**src/rtl/branch_predictor_sat.sv**
```systemverilog
// Direction predictor: 2^INDEX_BITS saturating counters indexed bimodally or gshare-style,
// cleared by a post-reset sweep, with a registered mispredict pulse and saturating statistics.
module branch_predictor_sat #(
  parameter int unsigned INDEX_BITS = 4,
  parameter int unsigned CTR_BITS   = 2,
  parameter int unsigned GHR_BITS   = 4,
  parameter int unsigned MODE       = 0,
  parameter int unsigned CNT_BITS   = 16
) (
  input  logic                Clock,
  input  logic                Reset_n,
  input  logic [0:31]         Lookup_Addr,
  output logic                Prediction,
  output logic [0:GHR_BITS-1] Lookup_GHR,
  input  logic                Update_Valid,
  input  logic [0:31]         Update_Addr,
  input  logic [0:GHR_BITS-1] Update_GHR,
  input  logic                Update_Pred,
  input  logic                Update_Taken,
  input  logic                Stat_Clear,
  output logic                Ready,
  output logic                Mispredict,
  output logic [0:CNT_BITS-1] Mispredict_Count
);

  localparam int unsigned DEPTH = 1 << INDEX_BITS;

  typedef logic [INDEX_BITS-1:0] idx_t;
  typedef logic [CTR_BITS-1:0]   ctr_t;

  localparam ctr_t WEAK_T  = ctr_t'(1) << (CTR_BITS - 1);
  localparam ctr_t CTR_MAX = '1;
  localparam idx_t IDX_END = idx_t'(DEPTH - 1);

  typedef enum logic {
    S_INIT,
    S_RUN
  } state_t;

  state_t              state, state_nx;
  idx_t                sweep_idx;
  logic [GHR_BITS-1:0] ghr;
  logic [CNT_BITS-1:0] mis_cnt;
  ctr_t                table_q [DEPTH];

  idx_t lk_idx, upd_idx;
  ctr_t upd_cur, upd_nxt;
  logic upd_en;
  logic tbl_we;
  idx_t tbl_waddr;
  ctr_t tbl_wdata;

  // Port vectors are big-endian (bit 31 is the LSB); numeric values carry over unchanged.
  function automatic idx_t table_index(input logic [0:31] addr, input logic [GHR_BITS-1:0] g);
    idx_t a;
    a = addr[32-INDEX_BITS:31];
    if (MODE != 0) return a ^ idx_t'(g);
    return a;
  endfunction

  assign lk_idx  = table_index(Lookup_Addr, ghr);
  assign upd_idx = table_index(Update_Addr, Update_GHR);
  assign upd_en  = Update_Valid && (state == S_RUN);
  assign upd_cur = table_q[upd_idx];

  always_comb begin
    upd_nxt = upd_cur;
    if (Update_Taken) begin
      if (upd_cur != CTR_MAX) upd_nxt = upd_cur + ctr_t'(1);
    end else begin
      if (upd_cur != '0) upd_nxt = upd_cur - ctr_t'(1);
    end
  end

  always_comb begin
    state_nx = state;
    case (state)
      S_INIT:  if (sweep_idx == IDX_END) state_nx = S_RUN;
      S_RUN:   state_nx = S_RUN;
      default: state_nx = S_INIT;
    endcase
  end

  always_ff @(posedge Clock or negedge Reset_n) begin
    if (!Reset_n) begin
      state     <= S_INIT;
      sweep_idx <= '0;
    end else begin
      state <= state_nx;
      if (state == S_INIT) sweep_idx <= sweep_idx + idx_t'(1);
    end
  end

  // Single write port: the sweep owns it in INIT, resolved branches in RUN.
  always_comb begin
    tbl_we    = 1'b0;
    tbl_waddr = '0;
    tbl_wdata = '0;
    if (state == S_INIT) begin
      tbl_we    = 1'b1;
      tbl_waddr = sweep_idx;
      tbl_wdata = WEAK_T;
    end else if (upd_en) begin
      tbl_we    = 1'b1;
      tbl_waddr = upd_idx;
      tbl_wdata = upd_nxt;
    end
  end

  always_ff @(posedge Clock) begin
    if (tbl_we) table_q[tbl_waddr] <= tbl_wdata;
  end

  always_ff @(posedge Clock or negedge Reset_n) begin
    if (!Reset_n) begin
      ghr        <= '0;
      Mispredict <= 1'b0;
      mis_cnt    <= '0;
    end else begin
      Mispredict <= upd_en && (Update_Pred != Update_Taken);
      if (upd_en) ghr <= (ghr << 1) | GHR_BITS'(Update_Taken);
      if (Stat_Clear)
        mis_cnt <= '0;
      else if (Mispredict && (mis_cnt != '1))
        mis_cnt <= mis_cnt + CNT_BITS'(1);
    end
  end

  assign Ready            = (state == S_RUN);
  assign Prediction       = (state == S_RUN) ? table_q[lk_idx][CTR_BITS-1] : 1'b1;
  assign Lookup_GHR       = ghr;
  assign Mispredict_Count = mis_cnt;

  logic unused_bits;
  assign unused_bits = ^{Lookup_Addr[0:31-INDEX_BITS], Update_Addr[0:31-INDEX_BITS], Update_GHR};

endmodule

```
**config.mk**
```make
export PLATFORM = sky130hd
export DESIGN_NAME = branch_predictor_sat
export DESIGN_NICKNAME = d
export VERILOG_FILES = /design/src/rtl/branch_predictor_sat.sv
export SDC_FILE = /design/constraint.sdc
export NUM_CORES = 1
export LEC_CHECK = 0
export ABC_CLOCK_PERIOD_IN_PS = 2100
export BUFFER_PORTS_ARGS = -buffer_cell sky130_fd_sc_hd__buf_2
export CAP_MARGIN = 30
export CORE_ASPECT_RATIO = 1.5
export CORE_MARGIN = 2
export CORE_UTILIZATION = 40
export DETAILED_ROUTE_END_ITERATION = 6
export PLACE_DENSITY = 0.66
export SLEW_MARGIN = 10
export SYNTH_ARGS = -nofsm -noshare
export SYNTH_HDL_FRONTEND = slang
export SYNTH_SLANG_ARGS = --single-unit
```
**constraint.sdc**
```tcl
create_clock -name Clock -period 2.1 [get_ports Clock]
set_clock_uncertainty 0.1 [all_clocks]
set_input_delay 0 -clock Clock [delete_from_list [all_inputs] [get_ports Clock]]
set_output_delay 0 -clock Clock [all_outputs]
set_load 0.02 [all_outputs]
```
==> results <==
- The final hold violation count is 0.
- The floorplan has 37 rows.
- Per report_power, the sequential group accounts for 48.6% of the total.
- The startpoint identified for the worst hold timing path is Update_Valid.
- The global-route congestion overflow total is 0.
- The first global-routing pass estimated 9.35 mm of wire.
- The distinct cell type count of the synthesized netlist is 43.
- Net switching is 22.3% of the power.
- The post-CTS setup buffer count is 0.
- The number of clock buffers added by TritonCTS is 9.
- The number of warning messages in the yosys log is 0.
- The reported max-cap violation count is 0.
- The average wire length per cell after detail routing is approximately 16 um.
- The maximum achievable frequency is 0.486 GHz.
- The cell taking the most area after synthesis is sky130_fd_sc_hd__edfxtp_1.
- The required time reported for the critical path endpoint is roughly 2000 ps.
- The post-route total power is 2.60 mW.
- IR analysis of the VDD net gives a maximum drop of slightly below 600 uV.
- The internal portion of the total power is 2.02 mW.
- The clock passes through at most 2 buffers.
- In the synthesized netlist, the cells that appear most often are sky130_fd_sc_hd__nor2_1, sky130_fd_sc_hd__edfxtp_1, sky130_fd_sc_hd__dfrtp_1.
- Of the total synthesized cell area, the portion taken by AND, OR, NAND and NOR gates is 15.1%.
- The post-synthesis compound-gate area fraction is 7.37%.
- The worst register-to-register path ends at table_q[5][1].
- In the synthesized netlist, mux cells make up 13.2% of the area.
- The total routed wire length on the met1 layer is 2.56 mm.
- For this run, the register share of the synthesized area comes to 55.8%.
- The number of diodes added for antenna fixing is 0.
- The number of antenna violations at the first check in global routing is 0.
- The smallest clock period supported by the final layout is computed as 2060 ps.
- The average cell area after synthesis is between 10 and 15 um^2.
- The logic gate share of total power is 10.4%.
- The fraction of synthesized cell area in xor and xnor cells is between 5 and 6%.
- The cell area power density is 746 mW/mm^2.
- The maximum number of pins on one net before global-route repair is 27.
- The number of nets handed over by synthesis was 300.
- By area, the combinational part of the netlist is dominated by simple AND/OR/NAND/NOR gates.
- The path with the worst hold slack has its endpoint at Mispredict.
- By area the synthesized netlist is led by sky130_fd_sc_hd__edfxtp_1, sky130_fd_sc_hd__dfrtp_1, sky130_fd_sc_hd__mux4_1.
- The count of state elements after synthesis is 58.
- In this run the power spent charging and discharging nets is slightly below 0.6 mW.
- The effective utilization at floorplan is 41.6%.
- The worst hold path was traced through 4 stages.
- The type of the worst setup path is flop to output pin.
- The vias per cell is 5.43.
- The worst hold slack across all endpoints is 57.3 ps.
- The setup slack on the worst flop-to-flop path is approximately 50 ps.
- The post-synthesis async set-or-reset flop share is 44.8%.
- After the first detailed-routing iteration, the DRC count stood at 74.
- The die covers roughly 0.008 mm^2.
- The number of flops mapped to enable cells by yosys is 32.
- The count of final max-slew check failures is 0.
- In the final design database the tool counted ~350 nets.
- Among all flip-flop cells after synthesis, the most frequent one is sky130_fd_sc_hd__edfxtp_1.
- For the pin with the worst max-slew slack, the measured transition is a little under 600 ps.
- For this design the static power due to leakage is 1.43 nW.
- Headroom to the max-slew limit came out at ~62%.
- The total wire length after detailed routing is 5.87 mm.
- The startpoint of the worst-slack reg-to-reg timing path is table_q[11][0].
- The detailed-routed wire length on met2 is 2.98 mm.
- Global routing consumed, over all layers together, between 10% and 20% of the routing resources.
- Setup repair after global routing could not meet its margin everywhere.
- The count of nets left with antenna violations once routing finished came out at 0.
- The count of buffers from port buffering is 36.
- The fraction of the mapped netlist area in adder cells is 0.867%.
- After technology mapping, the gate count stands at ~220.
- The share of the cycle needed by the critical path after routing is approximately 98%.
- The kind of launch point of the worst setup path is a flop.
- In this run the standard cell core region covers 0.00694 mm^2.
- The cell at the root of the clock tree is sky130_fd_sc_hd__clkbuf_8.
- The detailed-router iteration count before antenna repair is 4.
- The worst setup path is captured at an output pin.
- The height of the chip is 108 um.
- At the later pin of the worst-skew pair, clock insertion delay measures 330 ps.
- The power share of the clock group is 41.1%.
- Along the worst path, the maximum fanout reaches 2.
- The die is 73.4 um wide.
- For this design the top-level I/O count stands at 97.
- The run finished with clean final reports.
- For this run, design rule violations remaining after detail routing come to 0.
- The CTS tree is built.
- The sum of net half-perimeters after detailed placement is 4.27 mm.
- Setup violations remaining at the end of the flow were counted as 0.
- The most used standard cell by instance count after synthesis is sky130_fd_sc_hd__nor2_1.
- Clock-pin slew was measured on the worst setup and hold paths at about 60 ps.
- Summed over all nets, wire length on met3 after detailed routing comes to 244 um.
- The arrival time reported for the critical path endpoint is ~2000 ps.
- The fraction of final layout cells sized beyond drive strength 1 is 28.5%.
- The layout overhead on the synthesized area is 20.6%.
- After detailed routing, no signal wire sits above met4.
- The H-tree was split into 3 levels.
- The class of the tightest hold or removal check is primary input to flop.
- For the worst flop-to-flop path, the logic depth is 6.
- The via count of the first global-routing pass came to 1966.
- Of the post-synthesis cell area, the dominant cell type holds 33.3%.
- The tree built by TritonCTS fans out to 58 sinks.
- The vias after detailed routing is between 1500 and 2000.
- The last weighted congestion value of the routability-driven placer is approximately 0.85.
- The area of the mapped netlist is between 0.002 and 0.003 mm^2.
-- through the flow --
| stage | worst slack [ps] | utilization (%) | cells | instance area, um^2 | setup TNS (ps) |
|---|---|---|---|---|---|
| 6_report | 42.1 | 50.2 | 359 | 3480 | 0 |
| 5_1_grt | -24.3 | 50.2 | 359 | 3480 | -259 |
| 4_1_cts | -5.67 | 49.7 | 358 | 3450 | -5.67 |
| 3_5_place_dp | 5.02 | 46.1 | 337 | 3200 | 0 |
| 3_3_place_gp | 25.8 | 46.1 | 337 | 3200 | 0 |
| 2_1_floorplan | 116 | - | 224 | 2890 | 0 |
-- power groups by stage --
stage / logic (mW) / registers [mW] / clock network, mW
floorplan: 0.129 / 1.30 / 0
global placement: 0.240 / 1.28 / 0
detailed placement: 0.245 / 1.28 / 0
CTS: 0.257 / 1.26 / 1.09
global route: 0.292 / 1.27 / 1.16
finish: 0.269 / 1.26 / 1.07
-- timing repair --
item,4_1_cts,5_1_grt
pin swaps,0,4
setup endpoints to repair,17,17
cloned,0,1
hold endpoints to repair,44,0
hold buffers,5,0
resized for setup,4,8
-- how the worst max path moves through the flow --
stage / cells after the start / start / slack, ps / endpoint
after floorplan: 5 / table_q[9][0] / 120 / table_q[0][1]
after global placement: 6 / table_q[10][0] / 30 / table_q[6][1]
after detailed placement: 6 / table_q[10][0] / 5 / table_q[5][1]
after CTS: 4 / table_q[13][1] / -6 / Prediction
after global routing: 6 / table_q[11][1] / -20 / table_q[5][1]
final: 4 / table_q[13][1] / 40 / Prediction
-- routing by layer --
layer	vias up	track usage [%]
li1	947	-
met1	946	18.9
met2	49	26.6
met3	8	4.66
met4	0	5.84
met5	-	0
-- worst max-delay path, stage by stage (launching register included) --
cell	delay (ps)
sky130_fd_sc_hd__edfxtp_1	370
sky130_fd_sc_hd__mux4_1	510
sky130_fd_sc_hd__mux4_2	470
sky130_fd_sc_hd__nand2b_4	150
sky130_fd_sc_hd__buf_6	130
-- state kept, by name, summed over array words and instances (netlist names) --
name	flops
table_q	32
Lookup_GHR	4
Mispredict	1
sweep_idx	4
Mispredict_Count	16
Ready	1
-- cell families (layout without fill, tap and decap cells) --
kind of cell / count (synthesis) / in the layout
DFF: 58 / 58
muxes: 18 / 18
buffers and inverters: 12 / 69
adders and majority gates: 2 / 2
xor gates and xnor gates: 19 / 19
and+or+nand+nor: 87 / 87
AOI/OAI and AO/OA: 28 / 28
-- cell type report --
cell class | instances | area (um^2)
tap | 78 | 97.6
timing repair buffer | 51 | 332
clock inverter | 7 | 83.8
inverter | 2 | 7.51
clock buffer | 9 | 124
sequential | 58 | 1610
multi-input combinational | 154 | 1230
fill | 611 | 3460
-- placed cells by master (no fill, tap or decap), drive strengths merged, types with 3 or more instances in the layout --
cell type / count
o2111ai: 4
xnor2: 6
a22oi: 3
clkbuf: 9
nor2b: 3
mux4: 13
nand4: 5
buf: 46
dfrtp: 26
and3: 4
nand3: 7
and4: 3
and2: 4
o21ai: 5
edfxtp: 32
nor2: 38
xor2: 13
a21oi: 5
mux2: 4
nor3b: 3
dlygate4sd3: 5
nand2: 14
clkinv: 4
Power figures use the tool's default switching activity.
